## config.mk

```make
export PLATFORM = sky130hd
export DESIGN_NAME = pair_accum_stage
export DESIGN_NICKNAME = d
export VERILOG_FILES = /design/src/rtl/pair_accum_stage.sv
export SDC_FILE = /design/constraint.sdc
export NUM_CORES = 1
export LEC_CHECK = 0
export CELL_PAD_IN_SITES_DETAIL_PLACEMENT = 0
export CELL_PAD_IN_SITES_GLOBAL_PLACEMENT = 1
export CORE_MARGIN = 3
export CORE_UTILIZATION = 35
export CTS_BUF_LIST = sky130_fd_sc_hd__clkbuf_2
export CTS_CLUSTER_SIZE = 20
export DETAILED_ROUTE_END_ITERATION = 12
export PLACE_DENSITY_LB_ADDON = 0.1
export REMOVE_ABC_BUFFERS = 1
export SLEW_MARGIN = 40
export SYNTH_ARGS = -nofsm -noshare
export SYNTH_HDL_FRONTEND = slang
export SYNTH_SLANG_ARGS = --single-unit
```

## constraint.sdc

```tcl
create_clock -name clk -period 9 [get_ports clk]
set_clock_uncertainty 0.15 [all_clocks]
set_input_delay 0.9 -clock clk [delete_from_list [all_inputs] [get_ports clk]]
set_output_delay 0.9 -clock clk [all_outputs]
set_load 0.02 [all_outputs]
```

## src/rtl/pair_accum_stage.sv

```systemverilog
// pair_accum_stage: accumulates the AND-path and OR-path operands of a burst
// of up to BURST_LEN beats and presents the two sums plus the beat count as a
// single held result with a valid/ready handshake.
//
// Optional feature: define PAIR_ACCUM_SAT_EN to make both accumulators
// saturate at 2^ACC_W-1 instead of wrapping modulo 2^ACC_W.
module pair_accum_stage #(
  parameter int unsigned BURST_LEN = 4,
  parameter int unsigned ACC_W     = 12
) (
  input  logic             clk,
  input  logic             rst,
  input  logic             in_valid,
  output logic             in_ready,
  input  logic [7:0]       in_a,
  input  logic [7:0]       in_b,
  input  logic             in_last,
  output logic             out_valid,
  input  logic             out_ready,
  output logic [ACC_W-1:0] out_sum_a,
  output logic [ACC_W-1:0] out_sum_b,
  output logic [7:0]       out_count
);

  typedef enum logic [1:0] {StIdle, StAccum, StDone} state_e;

  state_e           state_q;
  logic [ACC_W-1:0] acc_a_q, acc_b_q;
  logic [7:0]       count_q;
  logic             out_valid_q;

  logic             accept;
  logic             burst_end;
  logic [ACC_W-1:0] base_a, base_b;
  logic [ACC_W-1:0] zext_a, zext_b;
  logic [ACC_W-1:0] acc_a_d, acc_b_d;
  logic [7:0]       count_d;
`ifdef PAIR_ACCUM_SAT_EN
  logic [ACC_W:0]   sum_a, sum_b;
`endif

  assign in_ready  = (state_q != StDone);
  assign accept    = in_valid && in_ready;
  assign out_valid = out_valid_q;
  assign out_sum_a = acc_a_q;
  assign out_sum_b = acc_b_q;
  assign out_count = count_q;

  // Next accumulator/count values for an accepted beat; IDLE starts from zero.
  always_comb begin
    base_a  = (state_q == StIdle) ? '0 : acc_a_q;
    base_b  = (state_q == StIdle) ? '0 : acc_b_q;
    zext_a  = ACC_W'(in_a);
    zext_b  = ACC_W'(in_b);
`ifdef PAIR_ACCUM_SAT_EN
    sum_a   = {1'b0, base_a} + {1'b0, zext_a};
    sum_b   = {1'b0, base_b} + {1'b0, zext_b};
    // Once at the ceiling every further add carries out, so the value holds.
    acc_a_d = sum_a[ACC_W] ? '1 : sum_a[ACC_W-1:0];
    acc_b_d = sum_b[ACC_W] ? '1 : sum_b[ACC_W-1:0];
`else
    acc_a_d = base_a + zext_a;
    acc_b_d = base_b + zext_b;
`endif
    count_d   = (state_q == StIdle) ? 8'd1 : count_q + 8'd1;
    burst_end = in_last || (count_d == 8'(BURST_LEN));
  end

  // Burst FSM with registered result and out_valid.
  always_ff @(posedge clk or posedge rst) begin
    if (rst) begin
      state_q     <= StIdle;
      acc_a_q     <= '0;
      acc_b_q     <= '0;
      count_q     <= '0;
      out_valid_q <= 1'b0;
    end else begin
      case (state_q)
        StIdle, StAccum: begin
          if (accept) begin
            acc_a_q <= acc_a_d;
            acc_b_q <= acc_b_d;
            count_q <= count_d;
            if (burst_end) begin
              state_q     <= StDone;
              out_valid_q <= 1'b1;
            end else begin
              state_q <= StAccum;
            end
          end
        end
        StDone: begin
          if (out_ready) begin
            state_q     <= StIdle;
            out_valid_q <= 1'b0;
          end
        end
        default: begin
          state_q     <= StIdle;
          out_valid_q <= 1'b0;
        end
      endcase
    end
  end

endmodule

```

---- Yosys cells after proc, flatten, opt, wreduce, memory -nomap -nowiden ----
Cells that the tools add are included.
storage, ports and cells
  bits in registers ....................... 35
  bits of input ports ..................... 21
  output and inout bits ................... 34
  word-level logic and storage cells ...... 33
operators by class
  add/sub/neg operators ................... 3
  equality and inequality tests ........... 7
  multiplexer cells ....................... 11
  reduce and logical (&&, ||, !) cells .... 7
operators by type and width
  kind                   count
  $add A12 B8 Y12        2
  $mux W12               2
  $add A8 B1 Y8 const B  1
  $eq A8 B3 Y1 const B   1
  $mux W8                1
  $ne A2 B2 Y1 const B   4
  $mux W2                3
  $pmux W2 S2            1
  $reduce_and A2 Y1      2
  $mux W1                3
  $reduce_and A3 Y1      1
  $eq A2 B1 Y1 const B   1
  $eq A2 B2 Y1 const B   1
  $logic_not A2 Y1       1
  $pmux W1 S2            1
  $reduce_or A2 Y1       1
  $logic_and A1 B1 Y1    1
  $logic_or A1 B1 Y1     1

---- Depth between registers and ports, before layout ----
Gate-level depths: netlist of the first run.
  depth in word-level cells ............... 7
  gate-level depth with buffers ........... 11
  depth with buffers taken out ............ 9

---- Worst setup path before layout of the first run ----
OpenSTA, ideal clock, no wires.
  path kind ............................... register to register
  from .................................... register state_q[1]
  to ...................................... register acc_a_q[10] (netlist: out_sum_a[10])
  setup time .............................. 0.124 ns
  arrival time ............................ 2.812 ns
  required time ........................... 8.726 ns
  path slack .............................. 5.914 ns
  stages on the path, launching flop included .. 12
  buffers on the path ..................... 2
  period minus slack after synthesis ...... 3.086 ns
  path through ............................ dfrtp_1 > buf_6 > nor2_1 > clkbuf_1 > nor2b_1 > ha_1 > fa_1 > a21o_1 > a22o_1 > o31ai_1 > nor2_1 > a211o_1
between the ends
  cells in the longest elaborated chain, start to end .. 3
  elaborated cells on any way between the ends .. 8
  those cells by class .................... add/sub: 1; eq/ne: 2; mux: 1; reduce/logical: 4
RTL lines
  item                                                  line    source
  from (decl)                                           27      state_e state_q;
  from (signal assigned)                                72      state_q <= StIdle;
  from (signal assigned)                                85      state_q <= StDone;
  from (signal assigned)                                88      state_q <= StAccum;
  $logic_not A2 Y1 (tied with other cells)              51, 78
  $mux W12 (tied with other cells)                      51      base_a = (state_q == StIdle) ? '0 : acc_a_q;
  $add A12 B8 Y12 or $reduce_and A2 Y1 (tied branches)  -
  to (signal assigned)                                  73      acc_a_q <= '0;
  to (signal assigned)                                  81      acc_a_q <= acc_a_d;
  to (decl)                                             28      logic [ACC_W-1:0] acc_a_q, acc_b_q;
Several ways; a longest one is shown, not always the timed one.
A chain may end at the register's enable or synchronous reset.

---- Final worst setup path of the first run ----
  from .................................... register state_q[1]
  to ...................................... register acc_a_q[6] (netlist: out_sum_a[6])
Same word-level chain as after synthesis.

==> flow_metrics.tcl, run 1 <==
set metrics [dict create \
    dp_slack_ns 5.469 \
    overflow 0 \
    cts_tree "yes" \
    setup_tns_ns 0 \
    diodes 0 \
    nets 400 \
    wl_per_cell_um 14.37 \
    drive_gt1_frac 0.05540 \
    fmax_mhz 313.4 \
    timing.rr.start "state_q[1]$_DFFE_PP0P_" \
    crit_path_end_kind "flip-flop" \
    final_common_cell "clkdlybuf4s50_1" \
    ff2ff_setup_slack_ns 5.81 \
    ys_warn_count 0 \
    critical_path_class "flip-flop to flip-flop" \
    worstPathCellList "nor2_1, buf_4, nor2b_1, ha_1, fa_1, a21o_1, a22o_1, o31ai_1, a21boi_0, mux2_2" \
    cts_made_buffers 5 \
    die_w_um 92.93 \
    hold_class "flip-flop to flip-flop" \
    max_stage_delay_ns 0.52 \
    synth_flop_cell "dfrtp_1" \
    drc_errors 0 \
    area_growth_syn_to_layout_pct 24.83 \
    worst_ep_required_time_ns 9.18 \
    maxSlewViolCount 0 \
    port_buffers 54 \
    track_usage 0.1685 \
    start_kind "flip-flop" \
    powerDensity_nw_per_um2 262.5 \
    coreArea_um2 7292 \
    routed_wl_um 6611 \
    cts_num_sinks 35 \
    finalHoldViolations 0 \
    cts.repair.resized 0 \
    holdPathEnd "out_sum_a[0]$_DFFE_PP0P_" \
    hold_buffers 0 \
    clock_path_buffers 2 \
    post-cts-setup-buffers 0 \
    clk_latency_ns 0.41 \
    cp_top_family "compound AO/OA/AOI/OAI gates" \
    synth-edff-count 0 \
    critPathArrivalTime_ns 3.37 \
    crit_slowest_cell "dfrtp_1" \
    cp_max_fo 15 \
    yosysUniqueCellTypes 48 \
    syn_inst 312 \
    finalCriticalPeriod_ns 3.190 \
    p_leak_uw 0.001367 \
    r2r_end "out_sum_a[6]$_DFFE_PP0P_" \
    grt_pass1_vias 2389 \
    via_count 2368 \
    pin_count 55 \
    setup_viol 0 \
    hp-start "out_sum_a[0]$_DFFE_PP0P_" \
    mostFrequentLayoutCells "54 x clkdlybuf4s50_1, 47 x nand2_1, 35 x dfrtp_1" \
    cap_violations 0 \
    finalWorstSetupSlack_ns 5.810 \
    drt-initial-drc-count 90 \
    dp_hpwl_um 4635 \
    hold_depth 2 \
    ant_nets 0 \
    start_util 0.3627 \
    avgSynthCellArea_um2 8.478 \
    rsz0062_at_grt "no" \
    path_buf_inv 1 \
    timing.final.crit_share 0.3545 \
    clk_pin_slew_ns 0.23 \
    vias_per_cell 5.148 \
    netlist_area_um2 2645 \
    synth_seq_cells 35 \
    grt_pass1_wl_um 11770 \
    rows 31 \
    die_y_um 92.93 \
    grt_max_degree 36 \
    clock_tree.root_cell "clkbuf_2" \
    slew_headroom 0.6091 \
    r2r_cells 10 \
    async_flop_share 1.000 \
    outcome "finished clean" \
    routabilityCongestion 0.7788 \
    ir_drop_mv 0.1135 \
    dr.pass1.iters 4 \
    seq_area_frac_synth 0.3311 \
    antenna_found_initial 0 \
    cts-htree-levels 2 \
    tightestPinTransition_ns 0.5814 \
    dieArea_um2 8636 \
]
==> worst register-to-register path, cell delays in order (launching register included) <==
cell and delay, ns:
dfrtp_1 0.52, nor2_1 0.17, buf_4 0.23, nor2b_1 0.08, ha_1 0.21, fa_1 0.41, a21o_1 0.21, a22o_1 0.21
o31ai_1 0.49, a21boi_0 0.26, mux2_2 0.17
==> registers in the layout (all words and copies together), names as in the netlist <==
| name | flops |
|---|---|
| out_sum_a | 12 |
| out_valid | 1 |
| out_sum_b | 12 |
| out_count | 8 |
| state_q | 2 |
==> synth_stat cells (5+ instances only) <==
cell type / number / area [um^2]
a211o_1: 6 / 52.55
a21oi_1: 10 / 50.05
clkbuf_1: 8 / 30.03
dfrtp_1: 35 / 875.8
ha_1: 17 / 212.7
inv_1: 7 / 26.28
nand2_1: 47 / 176.4
nand3_1: 9 / 45.04
nor2_1: 22 / 82.58
nor2b_1: 17 / 106.4
nor3_1: 11 / 55.05
o211ai_1: 16 / 120.1
o21ai_0: 23 / 115.1
o31ai_1: 8 / 60.06
xor2_1: 5 / 43.79
==> area by class of cell <==
| class | instances | area (um^2) |
|---|---|---|
| clock buffer | 5 | 25.02 |
| fill | 771 | 3990 |
| tap | 99 | 123.9 |
| inverter | 7 | 26.28 |
| multi-input combinational | 253 | 1642 |
| timing repair buffer | 58 | 570.5 |
| sequential | 35 | 875.8 |
| clock inverter | 3 | 38.79 |
==> power by group <==
group	internal (uW)	switching, uW	leakage, uW
logic	235	259	0.000903
registers	212	54.7	0.000423
clock network	45.7	60.1	0.0000404
==> per-stage QoR <==
step	area [um^2]	hold slack [ns]	power, uW	cells	util
after floorplan	2544	0.4080	577.4	295	-
after global placement	3238	0.3283	766.8	452	0.4441
after detailed placement	3238	0.3338	769.1	452	0.4441
after CTS	3302	0.3815	880.5	460	0.4528
after global routing	3302	0.4147	948.5	460	0.4528
final	3302	0.3722	866.6	460	0.4528
==> worst max path at each step <==
stage	from	endpoint	cells past startpoint
floorplan	state_q[1]$_DFFE_PP0P_	out_sum_a[10]$_DFFE_PP0P_	9
global placement	in_a[0]	out_sum_a[10]$_DFFE_PP0P_	8
detailed placement	in_a[0]	out_sum_a[6]$_DFFE_PP0P_	8
CTS	state_q[1]$_DFFE_PP0P_	out_sum_a[6]$_DFFE_PP0P_	10
global route	state_q[1]$_DFFE_PP0P_	out_sum_a[6]$_DFFE_PP0P_	10
finish	state_q[1]$_DFFE_PP0P_	out_sum_a[6]$_DFFE_PP0P_	10
==> routing by layer <==
metal,global-route usage,wire (um),vias up
li1,-,-,1229
met1,0.2394,3281,1095
met2,0.2603,2983,39
met3,0.03656,275,5
met4,0.04029,70,0
met5,0,0,-
==> kinds of logic (layout without fill, tap and decap cells) <==
family	Yosys count	count (layout)	share of synthesized area
flip-flops	35	35	0.3311
AO/OA/AOI/OAI	84	84	0.2133
multiplexers	2	2	0.008514
AND/OR/NAND/NOR	139	139	0.2734
XOR/XNOR	9	9	0.02980
buffers and inverters	24	73	0.04825
adder cells (fa/ha/maj)	19	19	0.09555
Power figures use the tool's default switching activity.
==> run 2, diff against run 1 <==
clock period = 3.3 ns   (was 9 ns; I/O delays follow)
==> run 2 against run 1 <==
Compared with the run above:
- fmax is 4.4% higher
- design area is 0.34% lower
- highest routed layer unchanged
- sequential power grew to 2.7 times the previous value
- register-to-register slack worse by 5.6 ns
- global-route usage is 1.1 points lower
- non-clock buffer count is 1 higher
- via count is 0.76% higher
- largest cell class unchanged
==> flow_metrics.tcl, run 2 (synthesis gave the netlist of run 1 again) <==
set metrics [dict create \
    post-cts-setup-buffers 0 \
    setup_viol 0 \
    max_stage_delay_ns 0.53 \
    grt_pass1_vias 2331 \
    cts_made_buffers 5 \
    finalCriticalPeriod_ns 3.055 \
    via_count 2386 \
    clk_pin_slew_ns 0.19 \
    grt_pass1_wl_um 10960 \
    worst_ep_required_time_ns 3.50 \
    routed_wl_um 6443 \
    outcome "finished clean" \
    grt_max_degree 36 \
    clock_tree.root_cell "clkbuf_2" \
    worstPathCellList "nor2_1, buf_4, nor2b_1, ha_1, fa_1, a21o_1, a22o_1, o31ai_1, a21boi_0, mux2_2" \
    ir_drop_mv 0.3724 \
    die_y_um 92.93 \
    start_util 0.3627 \
    track_usage 0.1574 \
    cts_tree "yes" \
    clock_path_buffers 2 \
    dieArea_um2 8636 \
    timing.final.crit_share 0.9256 \
    dp_hpwl_um 4566 \
    slew_headroom 0.5771 \
    start_kind "flip-flop" \
    tightestPinTransition_ns 0.6290 \
    critPathArrivalTime_ns 3.25 \
    cp_max_fo 10 \
    routabilityCongestion 0.7631 \
    hold_ws_ns 0.1805 \
    cts-htree-levels 2 \
    crit_slowest_cell "o31ai_1" \
    coreArea_um2 7292 \
    fmax_mhz 327.4 \
    finalHoldViolations 0 \
    mostFrequentLayoutCells "54 x clkdlybuf4s50_1, 47 x nand2_1, 35 x dfrtp_1" \
    rows 31 \
    cts_num_sinks 35 \
    ant_nets 0 \
    pin_count 55 \
    drive_gt1_frac 0.06354 \
    port_buffers 54 \
    wl_per_cell_um 13.98 \
    diodes 0 \
    overflow 0 \
    rsz0062_at_grt "no" \
    critical_path_class "flip-flop to flip-flop" \
    hold_class "primary input to async pin" \
    dr.pass1.iters 4 \
    die_w_um 92.93 \
    p_leak_uw 0.001361 \
    clk_latency_ns 0.38 \
    final_common_cell "clkdlybuf4s50_1" \
    powerDensity_nw_per_um2 698.3 \
    maxSlewViolCount 0 \
    area_growth_syn_to_layout_pct 24.41 \
    vias_per_cell 5.176 \
    drt-initial-drc-count 77 \
    finish.utilization 0.4513 \
    crit_path_end_kind "flip-flop" \
    drc_errors 0 \
    nets 401 \
    cap_violations 0 \
    antenna_found_initial 0 \
]
==> run 2: cell types whose count changed in the layout (fill, tap and decap cells not counted) <==
cell	delta
bufinv_16	-1
o31ai_2	+1
clkbuf_2	+2
buf_4	+1
o31ai_1	-1
clkinv_1	-1
==> run 2: repair_timing <==
action,CTS,global route
resized for setup,0,1
endpoints found under the setup margin,0,3
hold buffers,0,0
==> run 2: power breakdown <==
group          total, uW  internal (uW)  switching, uW
Clock                213           57.9            155
Combinational       1360            646            712
Sequential           727            579            148
==> run 2: worst paths after layout <==
kind                                           from                        end  slack, ns  cells after the start
max in group asynchronous                       rst      out_valid$_DFFE_PP0P_       2.48                      3
min                                             rst  out_sum_b[11]$_DFFE_PP0P_       0.18                      3
max                          state_q[0]$_DFFE_PP0P_   out_sum_b[6]$_DFFE_PP0P_       0.25                     10
min in group clk           out_sum_a[0]$_DFFE_PP0P_   out_sum_a[0]$_DFFE_PP0P_       0.37                      2
max reg2reg                  state_q[0]$_DFFE_PP0P_   out_sum_b[6]$_DFFE_PP0P_       0.25                     10
min reg2reg                out_sum_a[0]$_DFFE_PP0P_   out_sum_a[0]$_DFFE_PP0P_       0.37                      2
==> run 2: worst max-delay path: cells and delay by family, from the launching register on <==
family	cells	cell delay, ns
buf+inv	1	0.21
simple gates	2	0.23
flops	1	0.50
compound gates	4	1.16
fa+ha+maj	2	0.61
mux	1	0.16
==> run 2: area by class of cell <==
class	instances	area, um^2
clock buffers	7	35.03
clock inverters	1	5.005
fillers	770	4001
inverters	7	26.28
multi-input cells	253	1647
flip-flops and latches	35	875.8
well taps	99	123.9
repair buffers	59	578.1
==> run 2: metal layers <==
layer | vias up | global-route usage | wire length (um)
met3 | 6 | 0.03331 | 225
li1 | 1226 | - | -
met1 | 1117 | 0.2216 | 3343
met2 | 37 | 0.2442 | 2803
met4 | 0 | 0.04151 | 70
met5 | - | 0 | 0
==> run 2: through the flow <==
stage	cell area (um^2)	TNS [ns]	instances	power [uW]	setup slack, ns
6_report	3291	0	461	2298	0.2455
3_5_place_dp	3246	0	453	2097	0.2217
4_1_cts	3286	0	461	2323	0.1820
5_1_grt	3291	0	461	2501	0.06642
2_1_floorplan	2544	-0.03072	295	1575	-0.01536
3_3_place_gp	3246	0	453	2095	0.3212
